`src/rtl/hazard_scoreboard.sv`:
```
// rtl/hazard_scoreboard.sv - forwarding select, load/branch/MDU stall detection and MDU busy tracking
module hazard_scoreboard #(
    parameter int REG_ADDR_W  = 5,
    parameter int MUL_LAT     = 4,
    parameter int DIV_LAT     = 32,
    parameter int STALL_CNT_W = 16
) (
    input  logic                   clk,
    input  logic                   rst_n,
    input  logic [REG_ADDR_W-1:0]  RsD,
    input  logic [REG_ADDR_W-1:0]  RtD,
    input  logic [REG_ADDR_W-1:0]  RsE,
    input  logic [REG_ADDR_W-1:0]  RtE,
    input  logic [REG_ADDR_W-1:0]  WriteRegE,
    input  logic [REG_ADDR_W-1:0]  WriteRegM,
    input  logic [REG_ADDR_W-1:0]  WriteRegW,
    input  logic                   RegWriteE,
    input  logic                   RegWriteM,
    input  logic                   RegWriteW,
    input  logic                   MemtoRegE,
    input  logic                   MemtoRegM,
    input  logic                   BranchD,
    input  logic                   MduUseD,
    input  logic                   MduStartE,
    input  logic                   MduOpE,
    output logic [1:0]             ForwardAE,
    output logic [1:0]             ForwardBE,
    output logic                   ForwardAD,
    output logic                   ForwardBD,
    output logic                   StallF,
    output logic                   StallD,
    output logic                   FlushE,
    output logic                   MduBusy,
    output logic                   MduDone,
    output logic [STALL_CNT_W-1:0] StallCount
);

    localparam int CNT_W = $clog2(DIV_LAT + 1);
    localparam logic [CNT_W-1:0] MUL_LOAD = CNT_W'(MUL_LAT);
    localparam logic [CNT_W-1:0] DIV_LOAD = CNT_W'(DIV_LAT);
    localparam logic [CNT_W-1:0] CNT_ONE  = CNT_W'(1);
    localparam logic [STALL_CNT_W-1:0] SC_ONE = STALL_CNT_W'(1);

    typedef enum logic {
        IDLE = 1'b0,
        BUSY = 1'b1
    } mdu_state_t;

    mdu_state_t       state;
    mdu_state_t       state_next;
    logic [CNT_W-1:0] cnt;
    logic [CNT_W-1:0] cnt_next;
    logic             done_next;

    logic e_writes_d;
    logic m_load_writes_d;
    logic lwstall;
    logic brstall;
    logic mdustall;
    logic stall;

    // A producer matches only when it actually writes a non-zero register.
    function automatic logic reg_hit(input logic [REG_ADDR_W-1:0] src,
                                     input logic [REG_ADDR_W-1:0] dst,
                                     input logic                  we);
        return we && (src != '0) && (src == dst);
    endfunction

    function automatic logic [1:0] fwd_sel(input logic [REG_ADDR_W-1:0] src,
                                           input logic [REG_ADDR_W-1:0] dst_m,
                                           input logic                  we_m,
                                           input logic [REG_ADDR_W-1:0] dst_w,
                                           input logic                  we_w);
        logic [1:0] sel;
        sel = 2'b00;
        if (reg_hit(src, dst_m, we_m)) begin
            sel = 2'b10;
        end else if (reg_hit(src, dst_w, we_w)) begin
            sel = 2'b01;
        end
        return sel;
    endfunction

    always_comb begin
        ForwardAE = fwd_sel(RsE, WriteRegM, RegWriteM, WriteRegW, RegWriteW);
        ForwardBE = fwd_sel(RtE, WriteRegM, RegWriteM, WriteRegW, RegWriteW);
        ForwardAD = reg_hit(RsD, WriteRegM, RegWriteM);
        ForwardBD = reg_hit(RtD, WriteRegM, RegWriteM);
    end

    always_comb begin
        e_writes_d      = RegWriteE && (WriteRegE != '0) &&
                          ((WriteRegE == RsD) || (WriteRegE == RtD));
        m_load_writes_d = MemtoRegM && (WriteRegM != '0) &&
                          ((WriteRegM == RsD) || (WriteRegM == RtD));
        lwstall         = MemtoRegE && e_writes_d;
        brstall         = BranchD && (e_writes_d || m_load_writes_d);
        mdustall        = MduUseD && ((state == BUSY) || ((state == IDLE) && MduStartE));
        stall           = rst_n && (lwstall || brstall || mdustall);
    end

    assign StallF  = stall;
    assign StallD  = stall;
    assign FlushE  = stall;
    assign MduBusy = (state == BUSY);

    // A start arriving while BUSY is dropped: the counter is neither reloaded nor extended.
    always_comb begin
        state_next = state;
        cnt_next   = cnt;
        done_next  = 1'b0;
        case (state)
            IDLE: begin
                if (MduStartE) begin
                    state_next = BUSY;
                    cnt_next   = MduOpE ? DIV_LOAD : MUL_LOAD;
                end
            end
            BUSY: begin
                if (cnt == CNT_ONE) begin
                    state_next = IDLE;
                    cnt_next   = '0;
                    done_next  = 1'b1;
                end else begin
                    cnt_next = cnt - CNT_ONE;
                end
            end
            default: begin
                state_next = IDLE;
                cnt_next   = '0;
            end
        endcase
    end

    always_ff @(posedge clk) begin
        if (!rst_n) begin
            state   <= IDLE;
            cnt     <= '0;
            MduDone <= 1'b0;
        end else begin
            state   <= state_next;
            cnt     <= cnt_next;
            MduDone <= done_next;
        end
    end

    always_ff @(posedge clk) begin
        if (!rst_n) begin
            StallCount <= '0;
        end else if (stall && (StallCount != '1)) begin
            StallCount <= StallCount + SC_ONE;
        end
    end

endmodule

```
`config.mk`:
```
export PLATFORM = sky130hd
export DESIGN_NAME = hazard_scoreboard
export DESIGN_NICKNAME = d
export VERILOG_FILES = /design/src/rtl/hazard_scoreboard.sv
export SDC_FILE = /design/constraint.sdc
export NUM_CORES = 1
export LEC_CHECK = 0
export CAP_MARGIN = 20
export CORE_ASPECT_RATIO = 0.7
export CORE_UTILIZATION = 40
export CTS_CLUSTER_SIZE = 40
export DETAILED_ROUTE_END_ITERATION = 10
export HOLD_SLACK_MARGIN = 0.06
export PLACE_DENSITY = 0.8
export SLEW_MARGIN = 20
export SYNTH_ARGS = -nofsm -noshare
export SYNTH_HDL_FRONTEND = slang
export SYNTH_SLANG_ARGS = --single-unit
```
`constraint.sdc`:
```
create_clock -name clk -period 1.7 [get_ports clk]
set_input_delay 0.255 -clock clk [delete_from_list [all_inputs] [get_ports clk]]
set_output_delay 0.255 -clock clk [all_outputs]
set_load 0.005 [all_outputs]
```
==> metrics.txt, run 1 <==
flip-flop and latch area 483 µm²; number of buffers inserted by hold repair at cts 0; post-route fraction of the period consumed by the critical path 1.04; proportion of power drawn by the clock network 0.295; fin nets 395; Worst-path clk slew 0.09 ns; Switching Share 0.296; Setup crit start kind primary input; netlist area before placement 1840 µm²; pre-CTS setup slack -0.857 ns; vias in the first global route 2,066; final critical delay including setup and external delays 1.77 ns; final setup violation count 7; total clock buffers created by CTS 3; Die Area 4880 µm²; sequential element share of the synthesized area 0.261; maximum ir drop on the vdd rail 0.456 mV; power dissipated by switching net loads 0.000514 W; headroom to the max-slew limit 0.719; transition time of the tightest slew-check pin 0.418 ns; average instance area after synthesis 7.97 µm²; wire length of the first global-routing pass 10,200 µm; Req. time, crit path 1.44 ns; Critical Path Fanout Max 2; initial antenna violation count 0; Pwr Density 532 nW/µm²; peak clock frequency supported by timing 0.566 GHz; violated checks setup timing; TritonCTS clock tree done; type of the worst setup path in -> out; category of the worst setup path capture point output port; HPWL reported at the end of detailed placement 4430 µm; fraction of final layout cells with drive strength greater than 1 0.368; clock latency of the later-clocked register in the worst-skew pair 0.27 ns; count of pins on the block boundary 73; Placer Congestion 0.939; layout-stage area growth over the synthesis result 77.2%; MaxCap Viol Count 0; floorplan core area 4380 µm²; leakage power figure 1.37 nW; floorplan row count 20; GRT Overall Usage 0.264; Syn. warnings 0; outcome complete, but fails checks; Max clock buf depth 2; min-delay worst type reg -> reg; share of Yosys cell area claimed by the top area cell type 0.261; vias post-DR 2,195; part of the power in combinational logic 0.354; detailed-routed wire length on met3 498 µm; number of DRC violations after detailed-routing iteration 0 151; detailed route wirelength on metal2 3390 µm; Crit path arrival time 1.51 ns; number of distinct library cells after synthesis 39; leading cell types in the layout, fill and taps excluded sky130_fd_sc_hd__buf_4, sky130_fd_sc_hd__clkdlybuf4s50_1, sky130_fd_sc_hd__xnor2_1, sky130_fd_sc_hd__nand2_1, sky130_fd_sc_hd__dfxtp_1; syn_nets 280; WL met1 3000 µm; Port Buf Inserts 72; number of levels the H-tree was split into 1; die width 83.1 µm; die boundary height 58.8 µm; GRT overflow 0; cell types with the largest area share after synthesis sky130_fd_sc_hd__dfxtp_1, sky130_fd_sc_hd__xnor2_1, sky130_fd_sc_hd__mux2i_1, sky130_fd_sc_hd__nand2_1, sky130_fd_sc_hd__nor2_1; total number of clock tree sinks 24; Internal Power 0.00122 W; starting density of the core 0.421; pin count of the biggest net entering global routing 24; number of detailed-route iterations in the first pass 4; most common library cell in the layout ignoring fill and taps sky130_fd_sc_hd__buf_4; clock root buffer sky130_fd_sc_hd__clkbuf_8; wire length per cell 17.7 µm; DR top layer met4; pins over their slew limit 0; end-of-flow core utilization 0.745; sum of routed wire length over all layers 7090 µm; cell area after layout 3260 µm²; cell type with the highest aggregate area in the netlist sky130_fd_sc_hd__dfxtp_1; number of nets with antenna violations after routing 0; area of the multi-input gates 1560 µm²; post-synthesis cell count 231; # fillers 295; post-layout worst setup margin -0.0671 ns; mean number of vias per cell 5.49; total of flip-flops plus latches after synthesis 24; count of endpoints failing hold in the final timing report 0; worst clock skew on the final layout 0.00573 ns; area of placed instances 2860 µm²; power share of the sequential group 0.351; DRC viols 0; n_diodes 0; RSZ-0062 raised after global routing yes
## path summary, 6_finish.rpt
check / start / endpoint / slack, ns / cells past startpoint
min reg2reg: cnt[5] / cnt[5] / 0.48 / 2
max reg2reg: StallCount[1] / StallCount[10] / -0.03 / 8
max: BranchD / StallF / -0.07 / 7
min: cnt[5] / cnt[5] / 0.48 / 2
## worst max-delay path: stages
cell,delay [ns]
sky130_fd_sc_hd__clkdlybuf4s50_1,0.44
sky130_fd_sc_hd__o21ai_2,0.18
sky130_fd_sc_hd__a21oi_2,0.06
sky130_fd_sc_hd__a21oi_2,0.24
sky130_fd_sc_hd__a21oi_4,0.10
sky130_fd_sc_hd__buf_6,0.13
sky130_fd_sc_hd__buf_6,0.10
## repair_timing
action / CTS / global route
gates resized for setup: 186 / 39
endpoints found under the setup margin: 25 / 22
endpoints found under the hold margin: 0 / 0
pin swaps: 25 / 17
buffers inserted: 9 / 1
gates cloned: 0 / 1
## power groups by stage
stage	clock network (W)	registers, W	logic [W]
after floorplan	0	0.000619	0.000238
after global placement	0	0.000618	0.000484
after detailed placement	0	0.000618	0.000496
after CTS	0.000510	0.000607	0.000554
after global routing	0.000548	0.000611	0.000653
final	0.000512	0.000609	0.000614
## area by class of cell
class / count / area share
Multi-Input combinational cell: 191 / 0.477
Timing Repair Buffer: 120 / 0.325
Sequential cell: 24 / 0.148
Tap cell: 55 / 0.0211
Clock buffer: 3 / 0.0126
Clock inverter: 1 / 0.00920
Inverter: 6 / 0.00690
## through the flow
| step | setup TNS [ns] | cells | hold WS (ns) | total power, W |
|---|---|---|---|---|
| finish | -0.281 | 400 | 0.479 | 0.00174 |
| global route | -0.807 | 400 | 0.493 | 0.00181 |
| CTS | -0.108 | 398 | 0.476 | 0.00167 |
| detailed placement | -17.12 | 385 | 0.457 | 0.00111 |
| global placement | -16.32 | 385 | 0.447 | 0.00110 |
| floorplan | 0 | 231 | 0.407 | 0.000857 |
## sequential cells by signal (all words and copies together), names as in the netlist
register	flops
MduBusy	1
MduDone	1
StallCount	16
cnt	6
## cell usage after synthesis
| master | instances |
|---|---|
| sky130_fd_sc_hd__xnor2_1 | 36 |
| sky130_fd_sc_hd__nand2_1 | 25 |
| sky130_fd_sc_hd__dfxtp_1 | 24 |
| sky130_fd_sc_hd__nor2_1 | 20 |
| sky130_fd_sc_hd__nand3_1 | 13 |
| sky130_fd_sc_hd__nand2b_1 | 11 |
| sky130_fd_sc_hd__mux2i_1 | 10 |
| sky130_fd_sc_hd__a21oi_1 | 8 |
| sky130_fd_sc_hd__xor2_1 | 8 |
| sky130_fd_sc_hd__nand4_1 | 7 |
| sky130_fd_sc_hd__inv_1 | 6 |
| sky130_fd_sc_hd__nor3_1 | 6 |
| sky130_fd_sc_hd__clkbuf_1 | 5 |
| sky130_fd_sc_hd__and3_1 | 4 |
| sky130_fd_sc_hd__nor4_1 | 4 |
| sky130_fd_sc_hd__o21ai_0 | 4 |
| sky130_fd_sc_hd__or3_1 | 4 |
| sky130_fd_sc_hd__a211oi_1 | 3 |
| sky130_fd_sc_hd__buf_2 | 3 |
| sky130_fd_sc_hd__buf_4 | 3 |
| sky130_fd_sc_hd__ha_1 | 3 |
| sky130_fd_sc_hd__o31ai_1 | 3 |
| sky130_fd_sc_hd__a21oi_2 | 2 |
| sky130_fd_sc_hd__nor3_2 | 2 |
| sky130_fd_sc_hd__o311a_1 | 2 |
| sky130_fd_sc_hd__or4_1 | 2 |
| sky130_fd_sc_hd__a21boi_0 | 1 |
| sky130_fd_sc_hd__a21oi_4 | 1 |
| sky130_fd_sc_hd__a31o_1 | 1 |
| sky130_fd_sc_hd__a41oi_1 | 1 |
| sky130_fd_sc_hd__and2_1 | 1 |
| sky130_fd_sc_hd__and4_1 | 1 |
| sky130_fd_sc_hd__nand3b_1 | 1 |
| sky130_fd_sc_hd__nand4b_1 | 1 |
| sky130_fd_sc_hd__nor2b_1 | 1 |
| sky130_fd_sc_hd__nor3b_1 | 1 |
| sky130_fd_sc_hd__o2111ai_4 | 1 |
| sky130_fd_sc_hd__o221a_2 | 1 |
| sky130_fd_sc_hd__o22ai_1 | 1 |
## kinds of logic after synthesis
group / Yosys count / share of synthesized area
xor+xnor: 44 / 0.209
buf+inv: 17 / 0.0428
mux: 10 / 0.0543
simple gates: 104 / 0.289
fa+ha+maj: 3 / 0.0204
compound gates: 29 / 0.124
flops: 24 / 0.261
## metal layers
| metal | GRT usage | up-vias |
|---|---|---|
| li1 | - | 1034 |
| met1 | 0.351 | 1039 |
| met2 | 0.454 | 104 |
| met3 | 0.0547 | 18 |
| met4 | 0.0468 | 0 |
| met5 | 0 | - |
No activity file was read; power rests on OpenSTA's default activity.
==> run 2: changes to the inputs <==
- clock period: 1.7 -> 1.4 ns (I/O delays scaled with it)
==> run 2 against run 1 <==
- the run still ends with setup timing left
- global-route usage increased by 8.1 points
- cell count up 8.3%
- clock power grew 28%
- largest cell class unchanged
- die area did not move
- worst setup slack lost 0.33 ns
- sequential power increased by 23%
- via count grew 14%
- combinational power is 47% higher
- highest routed layer unchanged
- critical path type is now reg -> reg
- register-to-register slack lost 0.37 ns
- sequential share of layout area down 1.8 points
- power is 33% higher
==> metrics.txt, run 2 (same netlist as run 1, synthesis figures left out) <==
Die Area 4880 µm² (unchanged); initial antenna violation count 0 (unchanged); wire length of the first global-routing pass 13,000 µm (was 10,200 µm); mean number of vias per cell 5.80 (was 5.49); number of detailed-route iterations in the first pass 4 (unchanged); Worst Hold Margin 0.520 ns (was 0.479 ns); fin nets 428 (was 395); post-layout worst setup margin -0.397 ns (was -0.0671 ns); type of the worst setup path reg -> reg (was in -> out); Port Buf Inserts 72 (unchanged); part of the power in combinational logic 0.391 (was 0.354); leakage power figure 1.75 nW (was 1.37 nW); most common library cell in the layout ignoring fill and taps sky130_fd_sc_hd__buf_4 (unchanged); DRC viols 0 (unchanged); final instance count without filler cells 433 (was 400); sum of routed wire length over all layers 9770 µm (was 7090 µm); setup slack of the most critical reg-to-reg path -0.40 ns (was -0.03 ns); fraction of final layout cells with drive strength greater than 1 0.571 (was 0.368); maximum ir drop on the vdd rail 0.579 mV (was 0.456 mV); TritonCTS clock tree done (unchanged); leading cell types in the layout, fill and taps excluded sky130_fd_sc_hd__buf_4, sky130_fd_sc_hd__buf_6, sky130_fd_sc_hd__nand2_1, sky130_fd_sc_hd__dlygate4sd2_1 (was sky130_fd_sc_hd__buf_4, sky130_fd_sc_hd__clkdlybuf4s50_1, sky130_fd_sc_hd__xnor2_1, sky130_fd_sc_hd__nand2_1, sky130_fd_sc_hd__dfxtp_1); Req. time, crit path 1.62 ns (was 1.44 ns); peak clock frequency supported by timing 0.556 GHz; number of DRC violations after detailed-routing iteration 0 196 (was 151); Placer Congestion 0.844 (was 0.939); headroom to the max-slew limit 0.741 (was 0.719); Critical Path Fanout Max 7 (was 2); power share of the sequential group 0.325 (was 0.351); proportion of power drawn by the clock network 0.284 (was 0.295); die width 83.1 µm (unchanged); floorplan row count 20 (unchanged); registers with the most flip-flops StallCount (16), cnt (6) (unchanged); cell with the most instances on the worst path sky130_fd_sc_hd__nand4_1; RSZ-0062 raised after global routing yes (unchanged); transition time of the tightest slew-check pin 0.388 ns (was 0.418 ns); buffers plus inverters on the worst setup path 2 (was 3); count of endpoints failing hold in the final timing report 0 (unchanged); pin count of the biggest net entering global routing 24 (unchanged); vias in the first global route 2,514 (was 2,066); vias post-DR 2,512 (was 2,195); final critical delay including setup and external delays 1.80 ns; Switching Share 0.323 (was 0.296); register name with the most flops StallCount (unchanged); Setup crit start kind flop (was primary input); number of levels the H-tree was split into 1 (unchanged); number of nets with antenna violations after routing 0 (unchanged); pins over their slew limit 0 (unchanged); final setup violation count 25 (was 7); flip-flop count of the largest register, all copies and words added 16 (unchanged); Pwr Density 599 nW/µm² (was 532 nW/µm²); MaxCap Viol Count 0 (unchanged); category of the worst setup path capture point flop (was output port); cell area after layout 3850 µm² (was 3260 µm²); HPWL reported at the end of detailed placement 4900 µm (was 4430 µm); min-delay worst type reg -> reg (unchanged); layout-stage area growth over the synthesis result 109% (was 77.2%); power dissipated by switching net loads 0.000745 W (was 0.000514 W); final sum of negative setup slack -6.42 ns (was -0.281 ns); total clock buffers created by CTS 3 (unchanged); starting density of the core 0.421 (unchanged); worst clock skew on the final layout 0.00508 ns (was 0.00573 ns); Internal Power 0.00156 W (was 0.00122 W); slowest CP cell sky130_fd_sc_hd__dfxtp_2 (was sky130_fd_sc_hd__clkdlybuf4s50_1); count of pins on the block boundary 73 (unchanged); Max clock buf depth 2 (unchanged); wire length per cell 22.6 µm (was 17.7 µm); cell total after placement 405 (was 385); clock latency of the later-clocked register in the worst-skew pair 0.28 ns (was 0.27 ns); cell family with the largest share of critical-path delay simple AND/OR/NAND/NOR gates (was buffers and inverters); post-route fraction of the period consumed by the critical path 1.28; violated checks setup timing (unchanged); die boundary height 58.8 µm (unchanged); Crit path arrival time 2.01 ns (was 1.51 ns); area of placed instances 3090 µm² (was 2860 µm²); floorplan core area 4380 µm² (unchanged); slowest stage delay, CP 0.38 ns (was 0.44 ns); GRT Overall Usage 0.345 (was 0.264); clock root buffer sky130_fd_sc_hd__clkbuf_8 (unchanged); CP Cell Sequence ha_4 > and3_4 > nand4_1 > buf_4 > nor2_4 > a21oi_4 > buf_12 > nand4_1 > mux2i_1 (was clkdlybuf4s50_1 > o21ai_2 > a21oi_2 > a21oi_2 > a21oi_4 > buf_6 > buf_6); n_diodes 0 (unchanged); outcome complete, but fails checks (unchanged); number of buffers inserted by hold repair at cts 0 (unchanged); GRT overflow 0 (unchanged); total number of clock tree sinks 24 (unchanged); Worst-path clk slew 0.10 ns (was 0.09 ns)
-- run 2: cell types whose count changed in the layout (fill, tap and decap cells not counted), moves of 7 or more --
| cell | change |
|---|---|
| sky130_fd_sc_hd__dfxtp_2 | +12 |
| sky130_fd_sc_hd__xnor2_1 | -7 |
| sky130_fd_sc_hd__nand3_1 | -8 |
| sky130_fd_sc_hd__dlygate4sd2_1 | +14 |
| sky130_fd_sc_hd__buf_4 | +24 |
| sky130_fd_sc_hd__nand3_2 | +7 |
| sky130_fd_sc_hd__clkdlybuf4s50_1 | -19 |
| sky130_fd_sc_hd__dfxtp_1 | -13 |
| sky130_fd_sc_hd__buf_2 | +8 |
-- run 2: layout make-up --
type / instances / area [µm²]
multi-input cells: 190 / 1820
repair buffers: 154 / 1360
fillers: 193 / 529
flip-flops and latches: 24 / 502
well taps: 55 / 68.8
clock buffers: 3 / 41.3
clock inverters: 1 / 30.0
inverters: 6 / 22.5
-- run 2: timing repair --
action	in CTS	in global routing
pin swaps	52	36
endpoints found under the setup margin	41	31
cloned	0	0
buffers inserted	17	11
gates resized for setup	258	60
-- run 2: power by group through the flow --
stage	logic [W]	registers [W]	clock network [W]
floorplan	0.000306	0.000753	0
global placement	0.000627	0.000750	0
detailed placement	0.000643	0.000752	0
CTS	0.000743	0.000737	0.000631
global route	0.000942	0.000752	0.000675
finish	0.000901	0.000749	0.000654
-- run 2: layer usage --
layer  up-vias  part of all wire  wire length, µm  track usage
li1       1095                 -                -            -
met2       165              0.46             4450        0.598
met4         0             0.039              378       0.0936
met1      1214              0.41             3990        0.430
met3        38             0.097              946       0.0954
met5         -                 0                0            0
-- run 2: worst reg2reg max path, stage by stage (launching register included) --
cell,delay [ns]
sky130_fd_sc_hd__dfxtp_2,0.38
sky130_fd_sc_hd__ha_4,0.14
sky130_fd_sc_hd__and3_4,0.18
sky130_fd_sc_hd__nand4_1,0.17
sky130_fd_sc_hd__buf_4,0.20
sky130_fd_sc_hd__nor2_4,0.17
sky130_fd_sc_hd__a21oi_4,0.06
sky130_fd_sc_hd__buf_12,0.14
sky130_fd_sc_hd__nand4_1,0.11
sky130_fd_sc_hd__mux2i_1,0.18
-- run 2: path summary, 6_finish.rpt --
kind	endpoint	cells after the start	from
max	StallCount[9]	9	StallCount[0]
min	cnt[5]	2	cnt[5]
max reg2reg	StallCount[9]	9	StallCount[0]
min reg2reg	cnt[5]	2	cnt[5]
-- run 2: per-stage QoR --
step                 util  worst slack, ns  total power [W]
global placement    0.705            -1.07          0.00138
floorplan               -           -0.224          0.00106
global route        0.879           -0.441          0.00237
finish              0.879           -0.397          0.00230
CTS                 0.807           -0.269          0.00211
detailed placement  0.705            -1.11          0.00139
